<file path="src/rtl/mem_arbiter.sv">
// Two-requester (I-fetch / D-access) arbiter onto a single fixed-latency memory port.
// One transaction in flight at a time; D has priority, bounded by a starvation counter.
module mem_arbiter #(
    parameter int DATA_WIDTH   = 32,
    parameter int ADDR_WIDTH   = 32,
    parameter int MEM_LATENCY  = 1,
    parameter int STARVE_LIMIT = 4
) (
    input  logic                  clk,
    input  logic                  rst,
    input  logic                  i_req_valid,
    output logic                  i_req_ready,
    input  logic [ADDR_WIDTH-1:0] i_req_addr,
    output logic                  i_resp_valid,
    output logic [DATA_WIDTH-1:0] i_resp_data,
    input  logic                  d_req_valid,
    output logic                  d_req_ready,
    input  logic                  d_req_write,
    input  logic [ADDR_WIDTH-1:0] d_req_addr,
    input  logic [DATA_WIDTH-1:0] d_req_wdata,
    output logic                  d_resp_valid,
    output logic [DATA_WIDTH-1:0] d_resp_data,
    output logic                  mem_read_enable,
    output logic                  mem_write_enable,
    output logic [ADDR_WIDTH-1:0] mem_addr,
    output logic [DATA_WIDTH-1:0] mem_write_data,
    input  logic [DATA_WIDTH-1:0] mem_read_data,
    output logic [1:0]            state_dbg
);

    // Handshake: a request transfers in the cycle where valid && ready; ready is
    // combinational, only ever high in IDLE, and only for the granted requester.
    typedef enum logic [1:0] {
        IDLE = 2'd0,
        WAIT = 2'd1,
        RESP = 2'd2
    } state_t;

    localparam logic [3:0] STARVE_MAX = 4'(STARVE_LIMIT);
    localparam logic [3:0] LAT_LAST   = 4'(MEM_LATENCY - 1);

    state_t     state, next_state;
    logic [3:0] lat_cnt;
    logic [3:0] starve_cnt;
    logic       owner_d;
    logic       owner_wr;
    logic       grant_i, grant_d;

    always_comb begin
        grant_i = 1'b0;
        grant_d = 1'b0;
        if (state == IDLE && !rst) begin
            grant_d = d_req_valid && !(i_req_valid && starve_cnt == STARVE_MAX);
            grant_i = i_req_valid && !grant_d;
        end
    end

    always_ff @(posedge clk) begin
        if (rst) begin
            state      <= IDLE;
            lat_cnt    <= 4'd0;
            starve_cnt <= 4'd0;
            owner_d    <= 1'b0;
            owner_wr   <= 1'b0;
        end else begin
            state <= next_state;
            if (grant_i || grant_d) begin
                owner_d  <= grant_d;
                owner_wr <= grant_d && d_req_write;
                lat_cnt  <= 4'd1;
            end else if (state == WAIT) begin
                lat_cnt <= lat_cnt + 4'd1;
            end
            // Count only D wins that actually pushed a waiting I aside.
            if (grant_d && i_req_valid) begin
                starve_cnt <= starve_cnt + 4'd1;
            end else if (grant_d || grant_i) begin
                starve_cnt <= 4'd0;
            end
        end
    end

    always_comb begin
        next_state = state;
        case (state)
            IDLE: begin
                if (grant_i || grant_d) begin
                    next_state = (MEM_LATENCY == 1) ? RESP : WAIT;
                end
            end
            WAIT: begin
                if (lat_cnt == LAT_LAST) begin
                    next_state = RESP;
                end
            end
            RESP:    next_state = IDLE;
            default: next_state = IDLE;
        endcase
    end

    always_comb begin
        i_req_ready      = grant_i;
        d_req_ready      = grant_d;
        mem_read_enable  = grant_i || (grant_d && !d_req_write);
        mem_write_enable = grant_d && d_req_write;
        mem_addr         = '0;
        mem_write_data   = '0;
        i_resp_valid     = 1'b0;
        i_resp_data      = '0;
        d_resp_valid     = 1'b0;
        d_resp_data      = '0;
        state_dbg        = rst ? 2'd0 : state;
        if (grant_i) begin
            mem_addr = i_req_addr;
        end else if (grant_d) begin
            mem_addr = d_req_addr;
            if (d_req_write) begin
                mem_write_data = d_req_wdata;
            end
        end
        // Reset mid-transaction suppresses the response pulse in the rst cycle itself.
        if (state == RESP && !rst) begin
            if (owner_d) begin
                d_resp_valid = 1'b1;
                d_resp_data  = owner_wr ? '0 : mem_read_data;
            end else begin
                i_resp_valid = 1'b1;
                i_resp_data  = mem_read_data;
            end
        end
    end

endmodule

</file>
<file path="config.mk">
export PLATFORM = sky130hd
export DESIGN_NAME = mem_arbiter
export DESIGN_NICKNAME = d
export VERILOG_FILES = /design/src/rtl/mem_arbiter.sv
export SDC_FILE = /design/constraint.sdc
export NUM_CORES = 1
export LEC_CHECK = 0
export BUFFER_PORTS_ARGS = -buffer_cell sky130_fd_sc_hd__buf_2
export CAP_MARGIN = 20
export CELL_PAD_IN_SITES_DETAIL_PLACEMENT = 0
export CELL_PAD_IN_SITES_GLOBAL_PLACEMENT = 1
export CORE_MARGIN = 2
export CORE_UTILIZATION = 17
export DETAILED_ROUTE_END_ITERATION = 12
export GPL_ROUTABILITY_DRIVEN = 0
export PLACE_DENSITY = 0.91
export SLEW_MARGIN = 0
export SYNTH_ARGS = -nofsm -noshare
export SYNTH_HDL_FRONTEND = slang
export SYNTH_SLANG_ARGS = --single-unit
export TNS_END_PERCENT = 30
</file>
<file path="constraint.sdc">
create_clock -name clk -period 1.7 [get_ports clk]
set_input_delay 0.34 -clock clk [delete_from_list [all_inputs] [get_ports clk]]
set_output_delay 0.34 -clock clk [all_outputs]
set_load 0.005 [all_outputs]
</file>
==> impl_metrics.toml, run 1 <==
[run_status]
status = "complete, but fails checks"
violations = "negative setup slack"

[place]
place_area_sq_um = 3340
place_ws_ns = -0.0649
dp_hpwl_um = 6990
io_buffer_count = 267

[final_layout]
drive_above_1_share_pct = 61.2
final_common_cell = "buf_2"
n_antenna_cell = 0
area_growth_pct = 109
fillers = 1129
multi_input_area_sq_um = 1520
final_cell_mix = "buf_2, and2_1, nand3_1, nand4_1, o21ai_1"
nets = 687
register_area_sq_um = 146
post-route-cell-area_sq_um = 3690

[timing]
period_share_pct = 113
fmax_mhz = 521
rsz0062_at_grt = "true"
final.min_clock_period_ns = 1.92
holdWs_ns = 0.464
setup_ws_ns = -0.221
tns_ns = -14.84
slew_violations = 0
skew_ns = 0.00340
setup_viol_count_final = 99
hold_viol = 0

[clock_tree]
htree_num_levels = 1
clockRootBuffer = "clkbuf_8"
clk_latency_ns = 0.23
cts.clk_slew.worst_paths_ns = 0.04
cts_max_path_buffers = 2
cts_hold_buf = 0
cts_inserted_buffers = 3
tritoncts = "built"
cts_sinks = 7

[power_and_ir_drop]
peakVddDrop_uv = 155
power_density_nw_per_um2 = 275
p_leak_nw = 2.10

[synth]
yosys-top-cells-area = "and2_1, nand4_1, nand3_1"
synth-edff-count = 0
syn_nets = 410
synth_ff_type = "dfxtp_1"
async_reset_ff_share_pct = 0
ys_ff_latch = 7
yosysWarnings = 0
synth_area_sq_um = 1760
synth.distinct_cells = 35
yosysTopAreaCell = "and2_1"
synth_top_area_share_pct = 34.0
syn_area_per_cell_sq_um = 6.42
synth-seq-area-share_pct = 7.94
syn-instance-count = 275

[routing]
viasPerCell = 4.43
antenna_left = 0
drc = 0
via_count = 3044
routed_wl_um = 9500
drt_iter0_drc = 184
wl_per_cell_um = 13.8
dr.pass1.iters = 4

[floorplan]
die_height_um = 106
die-area_sq_um = 11200
start_util_pct = 17.3
design.core.area_sq_um = 10200
die_w_um = 106
rows = 37
ios = 269

[global_route]
antenna_found_initial = 0
track_usage_pct = 15.3
grt_max_degree = 36
grt_pass1_wl_um = 14000
grt_overflow = 0
first_global_vias = 2770

[setup_path]
start_kind = "flop"
crit_chain = "inv_2 > ha_4 > nand4b_4 > buf_8 > clkbuf_16 > nand4_1 > o21ai_0 > buf_2"
crit_fanout = 6
critPathBufInv = 4
critPathKind = "flop to output pin"
cp-end-kind = "output pin"
rrSetupSlack_ns = 0.13
cp_slowest_cell = "dfxtp_2"
max_stage_delay_ns = 0.32
critical_path.top_delay_family = "buffers and inverters"
cp_data_required_time_ns = 1.36
worst_ep_arrival_time_ns = 1.58

[job]
drv_cap = 0

[worst_hold_path]
hold_class = "flop to flop"
-- registers in the layout (all words and copies together), names as in the netlist --
register,count
owner_d,1
owner_wr,1
state,1
starve_cnt,4
-- worst paths after layout --
path                  from           end  depth (start not counted)
max          starve_cnt[0]  mem_addr[18]                          8
max reg2reg  starve_cnt[0]      owner_wr                          8
min reg2reg       owner_wr      owner_wr                          2
min               owner_wr      owner_wr                          2
-- stage by stage --
step                utilization [%]  power [mW]  cells
floorplan                         -       0.412    275
global placement               32.8       0.733    670
detailed placement             32.8       0.734    670
CTS                            35.1        1.01    685
global route                   36.2        1.09    687
finish                         36.2        1.02    687
-- Yosys cell counts (3+ instances only) --
| cell type | count |
|---|---|
| and2_1 | 96 |
| nand3_1 | 35 |
| nand4_1 | 32 |
| o21ai_0 | 26 |
| buf_2 | 10 |
| clkbuf_1 | 10 |
| o21ai_1 | 9 |
| buf_6 | 7 |
| dfxtp_1 | 7 |
| a21oi_1 | 4 |
| buf_4 | 4 |
| inv_1 | 4 |
| nor2_1 | 3 |
-- layout make-up --
type	count	area share (%)
Multi-Input combinational cell	235	41.2
Clock buffer	4	1.22
Sequential cell	7	3.97
Tap cell	136	4.61
Timing Repair Buffer	301	48.6
Inverter	4	0.407
-- kinds of logic (layout without fill, tap and decap cells) --
group | after synthesis | count (layout) | synth area share (%)
buffers and inverters | 37 | 309 | 12.6
adder cells (fa/ha/maj) | 2 | 2 | 1.42
XOR/XNOR | 1 | 1 | 0.497
AO/OA/AOI/OAI | 44 | 44 | 13.3
AND/OR/NAND/NOR | 183 | 187 | 64.1
flip-flops | 7 | 7 | 7.94
other | 1 | 1 | 0.213
-- worst reg2reg max path, delay by kind of cell, from the launching register on --
| family | cells | cell delay (ns) |
|---|---|---|
| flops | 1 | 0.32 |
| compound gates | 1 | 0.13 |
| buf+inv | 4 | 0.51 |
| fa+ha+maj | 1 | 0.15 |
| simple gates | 2 | 0.35 |
-- routing by layer --
metal  part of all wire (%)  wire, um  global-route usage (%)  up-vias
li1                       -         -                       -     1509
met1                     40      3830                    18.8     1360
met2                     51      4860                    28.4      169
met3                    8.0       757                    2.72        6
met4                   0.49        47                    1.97        0
met5                      0         0                       0        -
-- power by group --
group / leakage (nW) / total (mW) / switching [mW] / internal [mW]
clock network: 0.0228 / 0.242 / 0.0791 / 0.163
registers: 0.0587 / 0.178 / 0.00630 / 0.172
logic: 2.02 / 0.595 / 0.274 / 0.322
-- timing repair --
item	in CTS	in global routing
setup endpoints to repair	132	132
cloned	6	1
pin swaps	19	12
gates resized for setup	40	22
buffers inserted	6	1
Power figures use the tool's default switching activity.
==> run 2, diff against run 1 <==
Settings changed: PLACE_DENSITY 0.91 to 0.88.
Clock period 1.7 ns to 1.9 ns, I/O delays scaled along.
==> run 2 against run 1 <==
- the run still ends with negative setup slack left
- register-to-register slack better by 0.27 ns
- first-iteration DRC count down 3.8%
- wire length up 5.1%
- sequential power down 10%
- flip-flop and latch count unchanged
- critical path depth down 1
- via count up 2.5%
- clock-buffer cell count unchanged
- final cell count down 0.29%
- core utilization up 0.52 points
- clock skew down 0.0029 ns
- hold slack better by 0.022 ns
- highest routed layer unchanged
==> impl_metrics.toml, run 2 (synthesized netlist as in run 1, its figures left out) <==
[final_layout]
top_register = "starve_cnt"
final_util_pct = 36.7
multi_input_area_sq_um = 1590
nets = 684
final_common_cell = "buf_2"
area_growth_pct = 112
largest_reg_flops = 4
register_area_sq_um = 145
fin_cells = 685
final_cell_mix = "buf_2, and2_1, nand3_1, nand4_1"
drive_above_1_share_pct = 63.0
fillers = 1094

[floorplan]
die-area_sq_um = 11200
die_w_um = 106
design.core.area_sq_um = 10200
start_util_pct = 17.3
ios = 269
die_height_um = 106
rows = 37

[clock_tree]
clk_latency_ns = 0.23
cts_inserted_buffers = 3
cts_sinks = 7
cts_max_path_buffers = 2
htree_num_levels = 1
tritoncts = "built"
clockRootBuffer = "clkbuf_8"
cts.clk_slew.worst_paths_ns = 0.04

[run_status]
status = "complete, but fails checks"
violations = "negative setup slack"

[timing]
final.min_clock_period_ns = 1.98
setup_viol_count_final = 45
rsz0062_at_grt = "true"
tns_ns = -2.33
period_share_pct = 104
hold_viol = 0
skew_ns = 0.000552
fmax_mhz = 505
setup_ws_ns = -0.0810
slew_violations = 0

[routing]
viasPerCell = 4.56
routed_wl_um = 9980
via_count = 3121
dr.pass1.iters = 4
drt_iter0_drc = 177
wl_per_cell_um = 14.6
antenna_left = 0
drc = 0

[setup_path]
crit_fanout = 8
start_kind = "flop"
cp-end-kind = "output pin"
critPathKind = "flop to output pin"
worst_ep_arrival_time_ns = 1.60
reg2reg_from = "starve_cnt[0]"
cp_data_required_time_ns = 1.52
startpoint = "starve_cnt[0]"

[place]
dp_hpwl_um = 7090
io_buffer_count = 267
placed_cells = 658

[power_and_ir_drop]
peakVddDrop_uv = 156
power_density_nw_per_um2 = 250
p_leak_nw = 2.10

[global_route]
antenna_found_initial = 1
grt_max_degree = 36
grt_overflow = 0
first_global_vias = 2867
grt_pass1_wl_um = 14100
track_usage_pct = 15.5

[worst_hold_path]
hold_class = "flop to flop"
min_from = "owner_wr"

[job]
drv_cap = 0
[run 2: cell types whose count changed in the layout (fill, tap and decap cells not counted), sizes merged]
cell,before,now
nand4b,1,2
diode,0,1
and2,99,101
clkbuf,5,6
buf,300,293
[run 2: critical path: stages, from the launching register on]
cell,delay [ns]
dfxtp_2,0.32
inv_2,0.08
ha_4,0.18
nand4b_4,0.16
buf_4,0.17
and4_4,0.19
and2_1,0.16
buf_2,0.12
[run 2: layer usage]
layer / track usage (%) / part of all wire [%] / vias up
met5: 0 / 0 / -
met4: 5.17 / 2.3 / 0
met3: 3.15 / 9.1 / 17
met2: 28.4 / 52 / 194
met1: 17.9 / 37 / 1396
li1: - / - / 1514
[run 2: per-stage QoR]
| step | total power, mW | hold slack, ns | area [sq um] | setup WS (ns) |
|---|---|---|---|---|
| finish | 0.936 | 0.486 | 3740 | -0.0810 |
| floorplan | 0.368 | 0.441 | 1760 | 0.244 |
| global route | 1.00 | 0.529 | 3740 | -0.141 |
| CTS | 0.885 | 0.483 | 3460 | -0.0733 |
| detailed placement | 0.630 | 0.477 | 3230 | 0.0379 |
| global placement | 0.621 | 0.463 | 3230 | 0.0674 |
[run 2: final cells by class]
type	count	area share, %
sequential	7	3.88
inverter	4	0.401
multi-input combinational	238	42.4
timing repair buffer	295	47.5
clock buffer	4	1.20
tap	136	4.55
antenna	1	0.0669
[run 2: worst paths after layout]
kind | cells after the start | to | slack [ns]
max | 7 | mem_write_data[20] | -0.08
min reg2reg | 2 | owner_wr | 0.49
min | 2 | owner_wr | 0.49
max reg2reg | 7 | owner_wr | 0.40
[run 2: power breakdown]
| part | internal, mW | switching [mW] | total [mW] |
|---|---|---|---|
| logic | 0.298 | 0.260 | 0.558 |
| registers | 0.154 | 0.00552 | 0.160 |
| clock network | 0.146 | 0.0724 | 0.218 |
[run 2: timing repair]
action	4_1_cts	5_1_grt
setup endpoints to repair	66	130
hold buffers	0	0
hold endpoints to repair	0	0
gates cloned	8	2
buffers inserted	5	7
resized for setup	27	58
pin swaps	38	18
==> run 3, diff against run 2 <==
==> constraint.sdc (replaced) <==
create_clock -name clk -period 1.9 [get_ports clk]
set_input_delay 0.285 -clock clk [delete_from_list [all_inputs] [get_ports clk]]
set_output_delay 0.285 -clock clk [all_outputs]
set_load 0.005 [all_outputs]
==> run 3 against run 2 <==
- the flow still finishes with violations (negative setup slack)
- sequential power about the same
- die area unchanged
- first-iteration DRC count is 76% higher
- clock skew rose by 0.0029 ns
- non-clock buffer count fell by 5
- critical path depth unchanged
- total power fell by 2.7%
- critical path type unchanged
- critical endpoint is now mem_write_data[28]
- highest routed layer unchanged
==> impl_metrics.toml, run 3 (synthesized netlist as in run 1, its figures left out) <==
[worst_hold_path]
hold_class = "input pin to flop"
hold_depth = 3
min_to = "owner_wr"
min_from = "rst"

[global_route]
antenna_found_initial = 0
track_usage_pct = 15.3
first_global_vias = 2802
grt_pass1_wl_um = 14000
grt_max_degree = 48
grt_overflow = 0

[routing]
viasPerCell = 4.60
antenna_left = 0
dr.pass1.iters = 4
drt_iter0_drc = 311
drc = 0
routed_wl_um = 10200
wl_per_cell_um = 14.9
via_count = 3128

[final_layout]
fillers = 1084
area_growth_pct = 108
n_antenna_cell = 0
largest_reg_flops = 4
register_area_sq_um = 146
final_common_cell = "buf_2"
drive_above_1_share_pct = 61.2
nets = 680
final_cell_mix = "buf_2, and2_1, nand3_1, nand4_1, and2_4"
multi_input_area_sq_um = 1570
post-route-cell-area_sq_um = 3660
top_register = "starve_cnt"

[floorplan]
start_util_pct = 17.3
die_w_um = 106
die-area_sq_um = 11200
rows = 37
die_height_um = 106
ios = 269
design.core.area_sq_um = 10200

[clock_tree]
clk_latency_ns = 0.23
cts.clk_slew.worst_paths_ns = 0.04
cts_sinks = 7
tritoncts = "built"
cts_hold_buf = 0
htree_num_levels = 1
cts_inserted_buffers = 3
clockRootBuffer = "clkbuf_8"
cts_max_path_buffers = 2

[timing]
final.min_clock_period_ns = 1.94
fmax_mhz = 516
hold_viol = 0
setup_ws_ns = -0.0382
setup_viol_count_final = 9
holdWs_ns = 0.434
tns_ns = -0.173
period_share_pct = 102
slew_violations = 0
skew_ns = 0.00348
rsz0062_at_grt = "true"

[power_and_ir_drop]
power_density_nw_per_um2 = 248
finalPower_uw = 910
p_leak_nw = 2.06
peakVddDrop_uv = 147

[place]
place_area_sq_um = 3170
dp_hpwl_um = 7140
place_ws_ns = 0.0223
io_buffer_count = 267

[setup_path]
rrSetupSlack_ns = 0.35
r2r_end = "owner_wr"
reg2reg_from = "starve_cnt[0]"
cp_data_required_time_ns = 1.62
start_kind = "flop"
crit_fanout = 8
cp-end-kind = "output pin"
r2r_cells = 7
worst_ep_arrival_time_ns = 1.65
critPathKind = "flop to output pin"

[run_status]
status = "complete, but fails checks"
violations = "negative setup slack"

[job]
drv_cap = 0
==> run 3: cell type report <==
type	instances	share of cell area, %
clock buffer	4	1.23
inverter	4	0.478
multi-input combinational	239	42.7
sequential	7	3.99
tap	136	4.64
timing repair buffer	290	46.9
==> run 3: power by group <==
part,internal (mW),switching [mW]
sequential,0.153,0.00399
clock,0.145,0.0659
combinational,0.284,0.258
==> run 3: worst max path at each step <==
stage | from | endpoint | slack (ns) | depth (start not counted)
finish | starve_cnt[1] | mem_write_data[28] | -0.04 | 7
global route | starve_cnt[0] | mem_write_data[28] | -0.08 | 7
CTS | starve_cnt[1] | mem_addr[5] | -0.02 | 7
detailed placement | rst | d_resp_data[2] | 0.02 | 5
global placement | starve_cnt[0] | mem_addr[1] | 0.09 | 6
floorplan | starve_cnt[0] | mem_write_data[21] | 0.34 | 6
==> run 3: routing by layer <==
layer  vias to the layer above  part of all wire (%)  global-route usage, %  wire, um
met1                      1409                    39                   17.8      3980
met5                         -                     0                      0         0
met4                         0                   1.0                   3.29       106
li1                       1508                     -                      -         -
met2                       201                    51                   28.9      5210
met3                        10                   8.5                   2.54       864
==> run 3: what timing repair did <==
action,in CTS,in global routing
setup endpoints to repair,98,88
setup buffers,1,9
cloned,6,5
pin swaps,4,27
resized for setup,10,63
==> run 3: critical path, stage by stage, from the launching register on <==
cell      delay [ns]
dfxtp_2         0.36
inv_2           0.06
ha_4            0.18
nand4b_4        0.15
and4_4          0.29
buf_6           0.14
and2_1          0.13
buf_2           0.11
==> run 3: stage by stage <==
stage,utilization (%),instances
after CTS,32.6,666
after floorplan,-,275
after global routing,36.0,680
after detailed placement,31.1,655
after global placement,31.1,655
final,36.0,680
